`src/rtl/washer_sense_timer.sv`:
```
// Plant-side level sense, wash/spin timers and detergent dispenser that closes
// the loop around the washing-machine controller. Every output is registered.
module washer_sense_timer #(
  parameter int LEVEL_W     = 8,
  parameter int FULL_LEVEL  = 200,
  parameter int FILL_RATE   = 4,
  parameter int DRAIN_RATE  = 5,
  parameter int TIMER_W     = 16,
  parameter int CYCLE_TICKS = 1000,
  parameter int SPIN_TICKS  = 500,
  parameter int DET_TICKS   = 20
) (
  input  logic               clk,
  input  logic               reset,
  input  logic               tick,
  input  logic               fill_value_on,
  input  logic               drain_value_on,
  input  logic               motor_on,
  input  logic               door_lock,
  input  logic               soap_wash,
  input  logic               spin_req,
  input  logic               done,
  output logic               filled,
  output logic               drained,
  output logic               detergent_added,
  output logic               cycle_timeout,
  output logic               spin_timeout,
  output logic [LEVEL_W-1:0] water_level,
  output logic               fault
);

  localparam logic [LEVEL_W-1:0] FULL_LIM  = LEVEL_W'(FULL_LEVEL);
  localparam logic [TIMER_W-1:0] CYCLE_LIM = TIMER_W'(CYCLE_TICKS);
  localparam logic [TIMER_W-1:0] SPIN_LIM  = TIMER_W'(SPIN_TICKS);
  localparam logic [TIMER_W-1:0] DET_LIM   = TIMER_W'(DET_TICKS);

  typedef enum logic [1:0] {IDLE, DISPENSE, ADDED, LOCKED} disp_state_t;

  disp_state_t        state, state_n;
  logic [TIMER_W-1:0] cycle_cnt, cycle_cnt_n;
  logic [TIMER_W-1:0] spin_cnt, spin_cnt_n;
  logic [TIMER_W-1:0] det_cnt, det_cnt_n;
  logic [LEVEL_W-1:0] level_n;
  logic               cycle_to_n, spin_to_n, fault_n;
  logic               motor_prev, spin_prev, soap_prev, door_prev;
  logic               motor_rise, spin_rise, soap_rise, clr;

  function automatic logic [LEVEL_W-1:0] sat_fill(input logic [LEVEL_W-1:0] lvl);
    logic [LEVEL_W:0] sum;
    sum = {1'b0, lvl} + (LEVEL_W+1)'(FILL_RATE);
    return sum[LEVEL_W] ? {LEVEL_W{1'b1}} : sum[LEVEL_W-1:0];
  endfunction

  function automatic logic [LEVEL_W-1:0] sat_drain(input logic [LEVEL_W-1:0] lvl);
    logic [LEVEL_W:0] dif;
    dif = {1'b0, lvl} - (LEVEL_W+1)'(DRAIN_RATE);
    return dif[LEVEL_W] ? '0 : dif[LEVEL_W-1:0];
  endfunction

  // A rising run edge restarts the timer only once the previous period has
  // expired; a rise after a pause resumes the count instead.
  function automatic logic [TIMER_W:0] timer_next(
    input logic               run,
    input logic               rise,
    input logic               clr_all,
    input logic               ena,
    input logic               to,
    input logic [TIMER_W-1:0] cnt,
    input logic [TIMER_W-1:0] lim
  );
    logic [TIMER_W-1:0] c;
    logic               t;
    c = cnt;
    t = to;
    if (clr_all || (rise && to)) begin
      c = '0;
      t = 1'b0;
    end
    if (!clr_all && run && ena && (c != lim)) begin
      c = c + TIMER_W'(1);
      if (c == lim) t = 1'b1;
    end
    return {t, c};
  endfunction

  assign motor_rise = motor_on  & ~motor_prev;
  assign spin_rise  = spin_req  & ~spin_prev;
  assign soap_rise  = soap_wash & ~soap_prev;
  assign clr        = done | (door_prev & ~door_lock);

  always_comb begin
    level_n = water_level;
    if (tick) begin
      if (fill_value_on && !drain_value_on)      level_n = sat_fill(water_level);
      else if (drain_value_on && !fill_value_on) level_n = sat_drain(water_level);
    end
    fault_n = fault | (fill_value_on & drain_value_on) | (motor_on & (water_level < FULL_LIM));
    {cycle_to_n, cycle_cnt_n} = timer_next(motor_on, motor_rise, clr, tick, cycle_timeout,
                                           cycle_cnt, CYCLE_LIM);
    {spin_to_n, spin_cnt_n}   = timer_next(spin_req, spin_rise, clr, tick, spin_timeout,
                                           spin_cnt, SPIN_LIM);
  end

  always_comb begin
    state_n   = state;
    det_cnt_n = det_cnt;
    if (clr) begin
      state_n   = IDLE;
      det_cnt_n = '0;
    end else begin
      case (state)
        IDLE: if (soap_rise && filled) begin
          state_n   = DISPENSE;
          det_cnt_n = '0;
        end
        DISPENSE: if (tick) begin
          det_cnt_n = det_cnt + TIMER_W'(1);
          if (det_cnt_n == DET_LIM) state_n = ADDED;
        end
        ADDED: if (motor_rise) state_n = LOCKED;
        default: ;
      endcase
    end
  end

  always_ff @(posedge clk or posedge reset) begin
    if (reset) begin
      state           <= IDLE;
      det_cnt         <= '0;
      cycle_cnt       <= '0;
      spin_cnt        <= '0;
      motor_prev      <= 1'b0;
      spin_prev       <= 1'b0;
      soap_prev       <= 1'b0;
      door_prev       <= 1'b0;
      water_level     <= '0;
      filled          <= 1'b0;
      drained         <= 1'b1;
      detergent_added <= 1'b0;
      cycle_timeout   <= 1'b0;
      spin_timeout    <= 1'b0;
      fault           <= 1'b0;
    end else begin
      state           <= state_n;
      det_cnt         <= det_cnt_n;
      cycle_cnt       <= cycle_cnt_n;
      spin_cnt        <= spin_cnt_n;
      motor_prev      <= motor_on;
      spin_prev       <= spin_req;
      soap_prev       <= soap_wash;
      door_prev       <= door_lock;
      water_level     <= level_n;
      filled          <= (level_n >= FULL_LIM);
      drained         <= (level_n == '0);
      detergent_added <= (state_n == ADDED);
      cycle_timeout   <= cycle_to_n;
      spin_timeout    <= spin_to_n;
      fault           <= fault_n;
    end
  end

endmodule
```
`config.mk`:
```
export PLATFORM = sky130hd
export DESIGN_NAME = washer_sense_timer
export DESIGN_NICKNAME = d
export VERILOG_FILES = /design/src/rtl/washer_sense_timer.sv
export SDC_FILE = /design/constraint.sdc
export NUM_CORES = 1
export LEC_CHECK = 0
export ABC_AREA = 1
export CAP_MARGIN = 20
export CELL_PAD_IN_SITES_DETAIL_PLACEMENT = 0
export CELL_PAD_IN_SITES_GLOBAL_PLACEMENT = 1
export CORE_UTILIZATION = 44
export CTS_CLUSTER_SIZE = 10
export DETAILED_ROUTE_END_ITERATION = 16
export GPL_ROUTABILITY_DRIVEN = 0
export PLACE_DENSITY_LB_ADDON = 0.1
export SKIP_LAST_GASP = 1
export SLEW_MARGIN = 5
export SYNTH_ARGS = -nofsm -noshare
export SYNTH_HDL_FRONTEND = slang
export SYNTH_SLANG_ARGS = --single-unit
```
`constraint.sdc`:
```
create_clock -name clk -period 2.5 [get_ports clk]
set_input_delay 0.5 -clock clk [delete_from_list [all_inputs] [get_ports clk]]
set_output_delay 0.5 -clock clk [all_outputs]
set_load 0.1 [all_outputs]
```
==> results.txt, run 1 <==
----------------------------------------------------
[Outcome]
  Outcome ... finished clean

[Critical path]
  Endpoint kind of the worst setup timing path ... flip-flop
  Worst endpoint required time ... 2.79 ns
  Highest fanout seen on the critical path ... 3
  Critical path class ... in -> reg
  Data arrival, critical path ... 2.56 ns
  Nature of the critical path startpoint ... primary input

[Logic synthesis]
  Net count after synthesis ... 704
  Register area share after synthesis ... 36.4%
  Yosys warning total ... 0
  Synthesized area ... 4680 um2
  FF+latch count, synth ... 68
  Avg Inst Size Synth ... 6.84 um2
  Number of distinct library cells after synthesis ... 36
  Gate Count Post-Synth ... 684

[Pwr]
  Net Sw Power ... 1.19 mW
  Power density over the cells ... 532 nW/um2
  Static leakage ... 2.82 nW
  Sequential Power Share ... between 40% and 50%
  Worst vdd rail ir drop ... 0.609 mV
  Total internal power ... between 1.5 and 2 mW
  Switching fraction of total power ... 38.6%
  Share of total power in the clock network ... 31.9%
  Combinational group share of total power ... 28.1%

[STA]
  RSZ-0062 raised after global routing ... no
  Slew headroom ... 66.3%
  Ratio of final minimum period to clock period ... 90.6%
  Time the worst path needs with I/O delays and setup ... 2.26 ns
  Final max-slew violation count ... 0
  Post-route clock skew ... 0.00863 ns
  Transition time at the pin with the least slew margin ... 0.505 ns
  Fmax achieved ... 442 MHz
  Fin. Hold Viols ... 0
  Fin worst setup slack ... ~0.24 ns
  Number of setup violations in the final report ... 0

[Global routing]
  Total overflow reported by the global router ... 0
  Number of antenna violations at the first check in global routing ... 0
  Vias in the first global route ... 4595
  First-pass GRT wire length ... 21.5 mm
  Largest net degree at the start of global routing ... 29
  Total global-route track usage ... 24.4%

[Clocking]
  CTS HTree Levels ... 3
  Root Buffer ... sky130_fd_sc_hd__clkbuf_8
  Skew-Pair Late Insertion Delay ... 0.36 ns
  Clock transition at the register clock pins on the worst setup and hold paths after CTS ... 0.08 ns
  Cts bufs inserted ... 9
  CTS tree ... yes
  Number of buffers between clock root and the deepest sink ... 2
  Sinks on Clock Net ... 68

[Floorplanning]
  Count of pins on the block boundary ... 24
  Die Area ... 11000 um2
  Row count ... 37
  Core Area ... around 10000 um2
  Effective utilization at floorplan ... a little under half
  Floorplan die height ... 105 um
  Die X-Extent ... 105 um

[Cells and area]
  Nets ... 799
  Commonest non-fill, non-tap cells in the layout ... 176 x sky130_fd_sc_hd__nand2_1, 101 x sky130_fd_sc_hd__inv_1, 83 x sky130_fd_sc_hd__buf_4
  Design area ... around 5800 um2
  Share of post-route cells with drive strength above 1 ... 18.6%
  Area grow syn2layout ... 24.1%
  Diodes inserted ... 0
  Most common cell after layout, fill and taps aside ... sky130_fd_sc_hd__nand2_1

[Drt]
  Vias post-DR ... roughly 4700
  Number of remaining DRC errors ... 0
  Routed wirelength normalized by instance count ... ~14 um
  Detailed router's first-iteration violation count ... 263
  Count of nets left with antenna violations after detail routing ... 0
  Wire length reported by the detailed router ... 12.5 mm
  Number of detailed-route iterations in the first pass ... 5
  Via density ... 5.13

[Place]
  Hpwl dp ... ~9.5 mm
  Worst setup timing slack at the placement stage ... -0.400 ns
  Number of port buffers ... 23
  Cell Area, Placed ... between 5000 and 6000 um2

[Run]
  Count of max-cap constraint violations ... 0

[Hold path]
  Path category of the worst min-delay check ... in -> reg

----------------------------------------------------
==> power groups by stage <==
stage / clock (mW) / sequential (mW) / combinational (mW)
floorplan: 0 / 1.57 / 0.319
global placement: 0 / 1.25 / 0.858
detailed placement: 0 / 1.26 / 0.867
CTS: 1.01 / 1.24 / 0.871
global route: 1.05 / 1.25 / 0.934
finish: 0.985 / 1.23 / 0.867
==> synthesized netlist by cell type, drive strengths merged <==
library cell / count / area, um2
nor3: 10 / 60.1
o22ai: 6 / 37.5
inv: 106 / 398
a21oi: 12 / 75.1
a22oi: 1 / 7.51
dfrtp: 67 / 1680
nand2: 181 / 692
o21bai: 1 / 7.51
nor2: 101 / 452
nand3b: 2 / 15.0
xor2: 17 / 149
dfstp: 1 / 26.3
ha: 10 / 125
clkbuf: 3 / 12.5
a21boi: 2 / 18.8
o211ai: 2 / 15.0
a31oi: 5 / 31.3
nand4: 28 / 175
xnor2: 1 / 8.76
buf: 9 / 68.8
o21ai: 51 / 255
nand3: 66 / 350
a32o: 2 / 20.0
==> worst paths after layout <==
path | endpoint | cells after the start | startpoint | slack, ns
max | spin_timeout | 17 | spin_req | 0.24
min | door_prev | 1 | door_lock | 0.31
max reg2reg | cycle_timeout | 17 | cycle_timeout | 0.28
min reg2reg | fault | 2 | fault | 0.49
max in group asynchronous | drained | 3 | reset | 1.41
min in group asynchronous | water_level[1] | 2 | reset | 0.49
==> layout make-up <==
cell class,instances,area [um2]
repair buffers,95,781
well taps,136,170
repair inverters,1,7.51
multi-input cells,498,2530
fillers,1015,4520
clock buffers,11,151
flip-flops and latches,68,1710
clock inverters,5,58.8
inverters,106,402
==> state kept, by name, summed over array words and instances (netlist names), 2 cells and up <==
| name | cells |
|---|---|
| water_level | 8 |
| det_cnt | 16 |
| spin_cnt | 16 |
| state | 2 |
| cycle_cnt | 16 |
==> cells by family (layout without fill, tap and decap cells) <==
group | Yosys count | after routing | share of synthesized area, %
flip-flops | 68 | 68 | 36.4
XOR/XNOR | 18 | 18 | 3.37
AO/OA/AOI/OAI | 82 | 82 | 10.0
adder cells (fa/ha/maj) | 10 | 10 | 2.68
AND/OR/NAND/NOR | 388 | 388 | 37.3
buffers and inverters | 118 | 218 | 10.2
==> what timing repair did <==
item                                    4_1_cts  5_1_grt
gates cloned                                  0        1
pin swaps                                     2        3
resized for setup                             5       10
buffers inserted                              0        1
hold buffers                                  0        0
endpoints found under the setup margin        2       29
==> metrics by stage <==
stage	utilization, %	instances	hold WS [ns]	setup TNS [ns]	total power, mW
finish	56.2	920	0.307	0	3.09
floorplan	-	684	0.468	-0.0127	1.89
global route	56.2	920	0.317	0	3.24
detailed placement	53.7	902	0.472	-9.13	2.12
global placement	53.7	902	0.459	-7.63	2.11
CTS	55.9	918	0.492	0	3.11
==> per-layer routing <==
| metal | up-vias | wire, um | part of all wire (%) | track usage, % |
|---|---|---|---|---|
| li1 | 2390 | - | - | - |
| met1 | 2208 | 5960 | 48 | 33.7 |
| met2 | 104 | 5750 | 46 | 38.4 |
| met3 | 19 | 505 | 4.0 | 2.99 |
| met4 | 0 | 266 | 2.1 | 10.4 |
| met5 | - | 0 | 0 | 0 |
==> critical path, stage by stage <==
cell	delay, ns
sky130_fd_sc_hd__clkdlybuf4s50_1	0.50
sky130_fd_sc_hd__nand3_2	0.12
sky130_fd_sc_hd__inv_2	0.08
sky130_fd_sc_hd__nor2_4	0.03
sky130_fd_sc_hd__nand2_1	0.07
sky130_fd_sc_hd__inv_1	0.06
sky130_fd_sc_hd__ha_1	0.21
sky130_fd_sc_hd__nand4_1	0.13
sky130_fd_sc_hd__buf_4	0.13
sky130_fd_sc_hd__nand2_1	0.05
sky130_fd_sc_hd__nor2_1	0.08
sky130_fd_sc_hd__nand2_1	0.07
sky130_fd_sc_hd__nor2_1	0.11
sky130_fd_sc_hd__nand2_1	0.10
sky130_fd_sc_hd__nor3_2	0.16
sky130_fd_sc_hd__nand3_1	0.08
sky130_fd_sc_hd__nand2_1	0.07
No activity file was read; power rests on OpenSTA's default activity.
==> inputs of run 2 (changes only) <==
SLEW_MARGIN = 20   (was 5)
==> results of run 2 <==
The final DEF is identical to that of run 1; final timing and power are the same.
